**src/rtl/mc_ctrl_if.sv**
```systemverilog
// Control bundle between the multi-cycle MIPS controller (master) and its datapath (slave).
interface mc_ctrl_if;
    logic [5:0] opcode;
    logic [5:0] funct;
    logic       Zero;
    logic [2:0] ALUop;
    logic       ALUSrcA;
    logic [1:0] ALUSrcB;
    logic       ExtOp;
    logic       IRWrite;
    logic       PCWrite;
    logic [1:0] PCSource;
    logic       MemWrite;
    logic       RegWrite;
    logic [1:0] RegDst;
    logic [1:0] MemtoReg;
    logic [3:0] state;
    logic       retire;

    modport master (
        input  opcode, funct, Zero,
        output ALUop, ALUSrcA, ALUSrcB, ExtOp, IRWrite, PCWrite, PCSource,
               MemWrite, RegWrite, RegDst, MemtoReg, state, retire
    );

    modport slave (
        output opcode, funct, Zero,
        input  ALUop, ALUSrcA, ALUSrcB, ExtOp, IRWrite, PCWrite, PCSource,
               MemWrite, RegWrite, RegDst, MemtoReg, state, retire
    );
endinterface

```
**src/rtl/mc_ctrl.sv**
```systemverilog
// Multi-cycle MIPS control FSM: Moore decode of datapath controls per state,
// with the BRANCH PC write taken directly from the ALU Zero flag.
module mc_ctrl #(
    parameter logic [4:0] RA_IDX = 5'd31
) (
    input  logic      clk,
    input  logic      reset,
    mc_ctrl_if.master bus
);
    typedef enum logic [3:0] {
        FETCH   = 4'd0,
        DECODE  = 4'd1,
        EXE_R   = 4'd2,
        EXE_I   = 4'd3,
        MEM_ADR = 4'd4,
        MEM_RD  = 4'd5,
        MEM_WB  = 4'd6,
        MEM_WR  = 4'd7,
        BRANCH  = 4'd8,
        JUMP    = 4'd9,
        WB_R    = 4'd10,
        WB_I    = 4'd11
    } state_e;

    localparam logic [5:0] OP_RTYPE = 6'b000000;
    localparam logic [5:0] OP_J     = 6'b000010;
    localparam logic [5:0] OP_JAL   = 6'b000011;
    localparam logic [5:0] OP_BEQ   = 6'b000100;
    localparam logic [5:0] OP_ORI   = 6'b001101;
    localparam logic [5:0] OP_LUI   = 6'b001111;
    localparam logic [5:0] OP_LW    = 6'b100011;
    localparam logic [5:0] OP_SW    = 6'b101011;
    localparam logic [5:0] FN_ADDU  = 6'b100001;
    localparam logic [5:0] FN_SUBU  = 6'b100011;
    localparam logic [5:0] FN_JR    = 6'b001000;

    localparam logic [2:0] ALU_ADD = 3'b000;
    localparam logic [2:0] ALU_SUB = 3'b001;
    localparam logic [2:0] ALU_OR  = 3'b011;
    localparam logic [2:0] ALU_LUI = 3'b100;

    // jal writes through RegDst selection 2; index 0 would silently discard the link.
    if (RA_IDX == 5'd0) begin : g_ra_idx_check
        $error("mc_ctrl: RA_IDX must not be register 0");
    end

    state_e state_q, state_d;

    always_ff @(posedge clk) begin
        if (!reset) state_q <= FETCH;
        else        state_q <= state_d;
    end

    always_comb begin
        state_d      = FETCH;
        bus.ALUop    = ALU_ADD;
        bus.ALUSrcA  = 1'b0;
        bus.ALUSrcB  = 2'd0;
        bus.ExtOp    = 1'b0;
        bus.IRWrite  = 1'b0;
        bus.PCWrite  = 1'b0;
        bus.PCSource = 2'd0;
        bus.MemWrite = 1'b0;
        bus.RegWrite = 1'b0;
        bus.RegDst   = 2'd0;
        bus.MemtoReg = 2'd0;
        bus.retire   = 1'b0;

        case (state_q)
            FETCH: begin
                bus.IRWrite = 1'b1;
                bus.ALUSrcB = 2'd1;
                bus.PCWrite = 1'b1;
                state_d     = DECODE;
            end
            DECODE: begin
                bus.ALUSrcB = 2'd3;
                bus.ExtOp   = 1'b1;
                case (bus.opcode)
                    OP_RTYPE: begin
                        if (bus.funct == FN_ADDU || bus.funct == FN_SUBU) state_d = EXE_R;
                        else if (bus.funct == FN_JR)                      state_d = JUMP;
                        else                                              bus.retire = 1'b1;
                    end
                    OP_ORI, OP_LUI: state_d = EXE_I;
                    OP_LW, OP_SW:   state_d = MEM_ADR;
                    OP_BEQ:         state_d = BRANCH;
                    OP_J, OP_JAL:   state_d = JUMP;
                    default:        bus.retire = 1'b1;
                endcase
            end
            EXE_R: begin
                bus.ALUSrcA = 1'b1;
                bus.ALUop   = (bus.funct == FN_SUBU) ? ALU_SUB : ALU_ADD;
                state_d     = WB_R;
            end
            WB_R: begin
                bus.RegWrite = 1'b1;
                bus.RegDst   = 2'd1;
                bus.retire   = 1'b1;
            end
            EXE_I: begin
                bus.ALUSrcA = 1'b1;
                bus.ALUSrcB = 2'd2;
                bus.ALUop   = (bus.opcode == OP_LUI) ? ALU_LUI : ALU_OR;
                state_d     = WB_I;
            end
            WB_I: begin
                bus.RegWrite = 1'b1;
                bus.retire   = 1'b1;
            end
            MEM_ADR: begin
                bus.ALUSrcA = 1'b1;
                bus.ALUSrcB = 2'd2;
                bus.ExtOp   = 1'b1;
                if (bus.opcode == OP_LW)      state_d = MEM_RD;
                else if (bus.opcode == OP_SW) state_d = MEM_WR;
            end
            MEM_RD: state_d = MEM_WB;
            MEM_WB: begin
                bus.RegWrite = 1'b1;
                bus.MemtoReg = 2'd1;
                bus.retire   = 1'b1;
            end
            MEM_WR: begin
                bus.MemWrite = 1'b1;
                bus.retire   = 1'b1;
            end
            BRANCH: begin
                bus.ALUSrcA  = 1'b1;
                bus.ALUop    = ALU_SUB;
                bus.PCSource = 2'd1;
                bus.PCWrite  = bus.Zero;
                bus.retire   = 1'b1;
            end
            JUMP: begin
                bus.PCWrite  = 1'b1;
                bus.retire   = 1'b1;
                bus.PCSource = (bus.opcode == OP_RTYPE) ? 2'd3 : 2'd2;
                if (bus.opcode == OP_JAL) begin
                    bus.RegWrite = 1'b1;
                    bus.RegDst   = 2'd2;
                    bus.MemtoReg = 2'd2;
                end
            end
            default: state_d = FETCH;
        endcase

        // Reset masks every write so an abandoned instruction leaves no partial update.
        if (!reset) begin
            bus.IRWrite  = 1'b0;
            bus.PCWrite  = 1'b0;
            bus.MemWrite = 1'b0;
            bus.RegWrite = 1'b0;
            bus.retire   = 1'b0;
        end
    end

    assign bus.state = state_q;
endmodule
```
**src/flat_wrapper.sv**
```systemverilog
// flat-port wrapper written by rule: the top's interface ports become plain ports
module mc_ctrl_flat 
#(
    parameter logic [4:0] RA_IDX = 5'd31
)
  (clk, reset, bus_opcode, bus_funct, bus_Zero, bus_ALUop, bus_ALUSrcA, bus_ALUSrcB, bus_ExtOp, bus_IRWrite, bus_PCWrite, bus_PCSource, bus_MemWrite, bus_RegWrite, bus_RegDst, bus_MemtoReg, bus_state, bus_retire);
  mc_ctrl_if bus_i ();
  input  logic clk;
  input  logic reset;
  input wire logic [$bits(bus_i.opcode)-1:0] bus_opcode;
  input wire logic [$bits(bus_i.funct)-1:0] bus_funct;
  input wire logic [$bits(bus_i.Zero)-1:0] bus_Zero;
  output wire logic [$bits(bus_i.ALUop)-1:0] bus_ALUop;
  output wire logic [$bits(bus_i.ALUSrcA)-1:0] bus_ALUSrcA;
  output wire logic [$bits(bus_i.ALUSrcB)-1:0] bus_ALUSrcB;
  output wire logic [$bits(bus_i.ExtOp)-1:0] bus_ExtOp;
  output wire logic [$bits(bus_i.IRWrite)-1:0] bus_IRWrite;
  output wire logic [$bits(bus_i.PCWrite)-1:0] bus_PCWrite;
  output wire logic [$bits(bus_i.PCSource)-1:0] bus_PCSource;
  output wire logic [$bits(bus_i.MemWrite)-1:0] bus_MemWrite;
  output wire logic [$bits(bus_i.RegWrite)-1:0] bus_RegWrite;
  output wire logic [$bits(bus_i.RegDst)-1:0] bus_RegDst;
  output wire logic [$bits(bus_i.MemtoReg)-1:0] bus_MemtoReg;
  output wire logic [$bits(bus_i.state)-1:0] bus_state;
  output wire logic [$bits(bus_i.retire)-1:0] bus_retire;
  assign bus_i.opcode = bus_opcode;
  assign bus_i.funct = bus_funct;
  assign bus_i.Zero = bus_Zero;
  assign bus_ALUop = bus_i.ALUop;
  assign bus_ALUSrcA = bus_i.ALUSrcA;
  assign bus_ALUSrcB = bus_i.ALUSrcB;
  assign bus_ExtOp = bus_i.ExtOp;
  assign bus_IRWrite = bus_i.IRWrite;
  assign bus_PCWrite = bus_i.PCWrite;
  assign bus_PCSource = bus_i.PCSource;
  assign bus_MemWrite = bus_i.MemWrite;
  assign bus_RegWrite = bus_i.RegWrite;
  assign bus_RegDst = bus_i.RegDst;
  assign bus_MemtoReg = bus_i.MemtoReg;
  assign bus_state = bus_i.state;
  assign bus_retire = bus_i.retire;
  mc_ctrl #(.RA_IDX(RA_IDX)) u_core (.clk(clk), .reset(reset), .bus(bus_i));
endmodule
```
**config.mk**
```make
export PLATFORM = sky130hd
export DESIGN_NAME = mc_ctrl_flat
export DESIGN_NICKNAME = d
export VERILOG_FILES = /design/src/rtl/mc_ctrl_if.sv /design/src/rtl/mc_ctrl.sv /design/src/flat_wrapper.sv
export SDC_FILE = /design/constraint.sdc
export NUM_CORES = 1
export LEC_CHECK = 0
export CORE_MARGIN = 2
export CORE_UTILIZATION = 30
export DETAILED_ROUTE_END_ITERATION = 12
export GPL_ROUTABILITY_DRIVEN = 0
export PLACE_DENSITY = 0.65
export SLEW_MARGIN = 10
export SYNTH_ARGS = -nofsm -noshare
export SYNTH_HDL_FRONTEND = slang
export SYNTH_SLANG_ARGS = --single-unit
```
**constraint.sdc**
```tcl
create_clock -name clk -period 1.9 [get_ports clk]
set_input_delay 0.38 -clock clk [delete_from_list [all_inputs] [get_ports clk]]
set_output_delay 0.38 -clock clk [all_outputs]
set_load 0.01 [all_outputs]
```
---- Word-level counts from Yosys, hierarchy flattened ----
Cells that the tools add are included.
cells by class
  reductions and logical operators ........ 13
  multiplexer cells ....................... 31
  equal/unequal tests ..................... 21
operator list
  kind                  number
  $eq A6 B6 Y1 const B  4
  $pmux W4 S6           1
  $pmux W4 S5           1
  $eq A6 B4 Y1 const B  3
  $eq A4 B3 Y1 const B  4
  $eq A4 B4 Y1 const B  4
  $mux W1               14
  $eq A6 B2 Y1 const B  2
  $mux W4               3
  $pmux W2 S2           3
  $reduce_or A2 Y1      6
  $pmux W3 S3           1
  $eq A4 B2 Y1 const B  2
  $pmux W1 S2           4
  $reduce_or A7 Y1      1
  $eq A6 B3 Y1 const B  1
  $logic_not A6 Y1      1
  $mux W3               2
  $pmux W2 S3           1
  $reduce_or A6 Y1      1
  $eq A4 B1 Y1 const B  1
  $logic_not A4 Y1      1
  $reduce_or A4 Y1      1
  $reduce_or A3 Y1      1
  other kinds (2)       2
storage, ports and cells
  input port bits ......................... 15
  register bits ........................... 4

---- Longest topological paths before layout ----
  depth in word-level cells ............... 6
  depth in mapped cells ................... 5
  mapped depth without buffers ............ 4

---- Worst setup path before layout ----
Ideal clock, no wire load.
  path type ............................... input to output
  start point ............................. input bus_opcode[5]
  end point ............................... output bus_PCSource[0]
  path buffers ............................ 0
  data required time ...................... 1520 ps
  stages on the path ...................... 4
  arrival ................................. 1392 ps
  path slack .............................. 128 ps
  path through ............................ or4_4 -> nor3_4 -> nor2_1 -> nor3_1
between the ends
  word-level cells in the longest chain between the ends .. 3
ends and longest elaborated chain
  what              RTL line            text
  start, declared   flat_wrapper.sv:10  input wire logic [$bits(bus_i.opcode)-1:0] bus_opcode;
  $logic_not A6 Y1  mc_ctrl.sv:139      bus.PCSource = (bus.opcode == OP_RTYPE) ? 2'd3 : 2'd2;
  $mux W1           mc_ctrl.sv:139
  $pmux W2 S2       mc_ctrl.sv:69       case (state_q)
  end, declared     flat_wrapper.sv:19  output wire logic [$bits(bus_i.PCSource)-1:0] bus_PCSource;
No other way between the ends.

---- Final worst setup path ----
  start point ............................. input bus_opcode[4]
  end point ............................... output bus_retire
between the ends
  word-level cells in the longest chain between the ends .. 5
  elaborated cells on any way between the ends .. 12
  classes of those cells .................. eq/ne (7); mux (3); reduce/logical (2)
ends and longest elaborated chain
  what                                  RTL line            text
  $eq A6 B4 Y1 (tied with other cells)  mc_ctrl.sv:79       case (bus.opcode)
  $reduce_or A7 Y1 (no line)            -
  $pmux W1 S2 *                         mc_ctrl.sv:79
  $pmux W1 S2 *                         mc_ctrl.sv:69
  $mux W1 *                             mc_ctrl.sv:150      if (!reset) begin
  end, declared                         flat_wrapper.sv:25  output wire logic [$bits(bus_i.retire)-1:0] bus_retire;
Every way passes the cells marked *; elsewhere a longest branch is shown, timed or not.

==> metrics <==
average routed wire per standard cell=14.1 µm; cell family with the largest share of critical-path delay=simple AND/OR/NAND/NOR gates; endpoint of the worst-slack reg-to-reg timing path=u_core.bus.state[0]$_SDFF_PN0_; non-filler cells in the finished layout=199; area occupied by registers=82.6 µm²; Crit Path Category=in -> out; via count of the first global-routing pass=1,015; post-detailed-route DRC marker count=0; Layout Utilization=0.701; count of fill cells added during filler insertion=160; TritonCTS clock tree=yes; remaining antenna violation count=0; internal reg-to-reg setup slack=0.67 ns; failing checks=setup timing; total design power=0.375 mW; post-synthesis instance area=654 µm²; total negative setup slack=-0.0899 ns; Cells after DPL=188; count of cells along the worst hold path=3; Fmax=503 MHz; arrival time worst endpoint=1.61 ns; most numerous cell types in the synthesized netlist=nor2_1, nand2_1, nor3_1; Register-to-Register Path Depth=5; Skew-Pair Late Insertion Delay=0.23 ns; most frequently used flop master after synthesis=dfxtp_1; #FFs+latches synth=4; Post-Syn Nets=111; Synth async-reset ratio=0; quantity of hold-fixing buffers added after cts=0; final worst path period share=1.05; standard-cell row count=16; Mapped Avg Cell Area=6.82 µm²; standard cell area after detailed placement=0.00128 mm²; final WL=2.81 mm; critical path's largest stage delay=0.55 ns; core region area=0.00200 mm²; Warnings, synthesis=0; most frequent cell after synthesis=nor2_1; sequential area share after synthesis=0.122; hold worst-path end=u_core.bus.state[2]$_SDFF_PN0_; setup repair after global routing missed its margin=true; Max Cap Violations=0; Layout Cell Area excl Fill=0.00140 mm²; die footprint=0.00257 mm²; leakage power summed over all cells=0.659 nW; DIE HEIGHT=50.7 µm; global route total overflow=0; main area contributors after synthesis=dfxtp_1, nor2_1, nand2_1; Setup-failing EPs final=1; Slew @ Worst Pin=0.275 ns; Reg2Reg Launch Point=u_core.bus.state[0]$_SDFF_PN0_; first-pass GRT wire length=4.69 mm; worst-case setup margin in the final layout=-0.0899 ns; power density normalized to cell area=267 mW/mm²; via count of the routed design=1,038; Worst Setup Slack post-DPL=-0.803 ns; number of enable-type register cells in the synthesized netlist=0; crit path buf inv count=3; pins over their slew limit=0; path length in cells of the critical path=7; series of cell instances along the critical path=buf_6, or4_4, buf_6, nor2_4, o21a_1, o31ai_1, buf_2; number of vias per cell=5.22; H-tree Lvls=1; final hold violations=0; minimum period implied by the final worst setup slack=1.99 ns; Worst EP required=1.52 ns; Clk pin slew, worst setup/hold paths=0.04 ns; run status=complete, but fails checks; Gate Count Post-Synth=96; PortBufs=36; detailed-routing iteration count for the pre-antenna-repair pass=4; capturing element type of the critical path=output pin; area used by multi-input combinational logic=633 µm²; fraction of final layout cells sized beyond drive strength 1=0.541; clock root buffer master=clkbuf_4; maximum vdd drop=0.402 mV; starting density of the core=0.327; worst clock skew=0.00556 ns; worst slew margin relative to its limit=0.816; post-synth cell types=40; top-level I/O count=37; total track usage=0.237; maximum number of pins on one net before global-route repair=14; Iteration-0 DRC Markers=7; slowest cell on the critical path=or4_4; Max FO, Critical Path=2; number of nets in the layout=189; Hold Path Class=reg -> reg; initial antenna violation count=0; smallest hold slack=0.642 ns; cell type with the highest aggregate area in the netlist=dfxtp_1; overall die width=50.7 µm; startpoint type of the worst setup path=input pin; cell repeated most along the worst path=buf_6; antenna diode count=0; DP Wirelength=2.02 mm; total clock buffers created by CTS=3; number of flip-flops under the largest register name=4; synthesis-to-layout area growth=115%; Sink Count=4; min-delay src=u_core.bus.state[0]$_SDFF_PN0_; CTS max path bufs=2; post-synth top area share=0.122
-- logic make-up (layout without fill, tap and decap cells) --
logic type,after synthesis,after routing,share of synthesized area
and+or+nand+nor,52,52,0.468
AOI/OAI and AO/OA,27,27,0.296
DFF,4,4,0.122
xor gates and xnor gates,1,1,0.0134
muxes,2,2,0.0306
buffers and inverters,10,86,0.0688
-- report_power, final --
part           leakage [nW]  switching, mW  internal (mW)
clock                0.0138         0.0320         0.0705
combinational         0.612         0.0845         0.0989
sequential           0.0336        0.00270         0.0868
-- cell usage in the layout (no fill, tap or decap), types with 3 or more instances in the layout --
cell type        count
o21ai_0              4
nor2_1               8
buf_6                8
buf_2               12
a21oi_1              5
clkbuf_4             3
clkdlybuf4s15_1      3
clkdlybuf4s50_1      5
nor3_1               4
inv_1                5
nand2_1              9
clkbuf_2             3
buf_4               37
dlygate4sd2_1        9
-- how the worst max path moves through the flow --
stage / from / end / slack [ns]
floorplan: bus_opcode[5] / bus_PCSource[0] / 0.13
CTS: bus_opcode[4] / bus_PCSource[0] / -0.13
global route: bus_opcode[4] / bus_retire / -0.14
finish: bus_opcode[4] / bus_retire / -0.09
detailed placement: bus_opcode[5] / bus_PCSource[0] / -0.80
global placement: bus_opcode[0] / bus_ALUop[0] / -0.77
-- layer usage --
| metal | vias to the layer above | track usage | part of all wire |
|---|---|---|---|
| met2 | 40 | 0.410 | 0.51 |
| met1 | 481 | 0.292 | 0.42 |
| met3 | 8 | 0.0565 | 0.046 |
| met4 | 0 | 0.0631 | 0.024 |
| met5 | - | 0 | 0 |
| li1 | 509 | - | - |
-- tightest hold or removal path, delay by kind of cell, from the launching register on --
family / cells / cell delay (ns)
buffers and inverters: 1 / 0.16
AO/OA/AOI/OAI: 1 / 0.06
AND/OR/NAND/NOR: 1 / 0.05
flip-flops: 1 / 0.33
-- timing repair --
action,in CTS,in global routing
endpoints found under the setup margin,18,11
gates cloned,0,0
pin swaps,13,11
gates resized for setup,102,18
setup buffers,7,1
-- layout make-up --
| cell class | count | share of cell area |
|---|---|---|
| clock buffer | 3 | 0.0160 |
| sequential | 4 | 0.0588 |
| timing repair buffer | 78 | 0.437 |
| tap | 27 | 0.0241 |
| multi-input combinational | 82 | 0.451 |
| inverter | 5 | 0.0134 |
No activity file was read; power rests on OpenSTA's default activity.
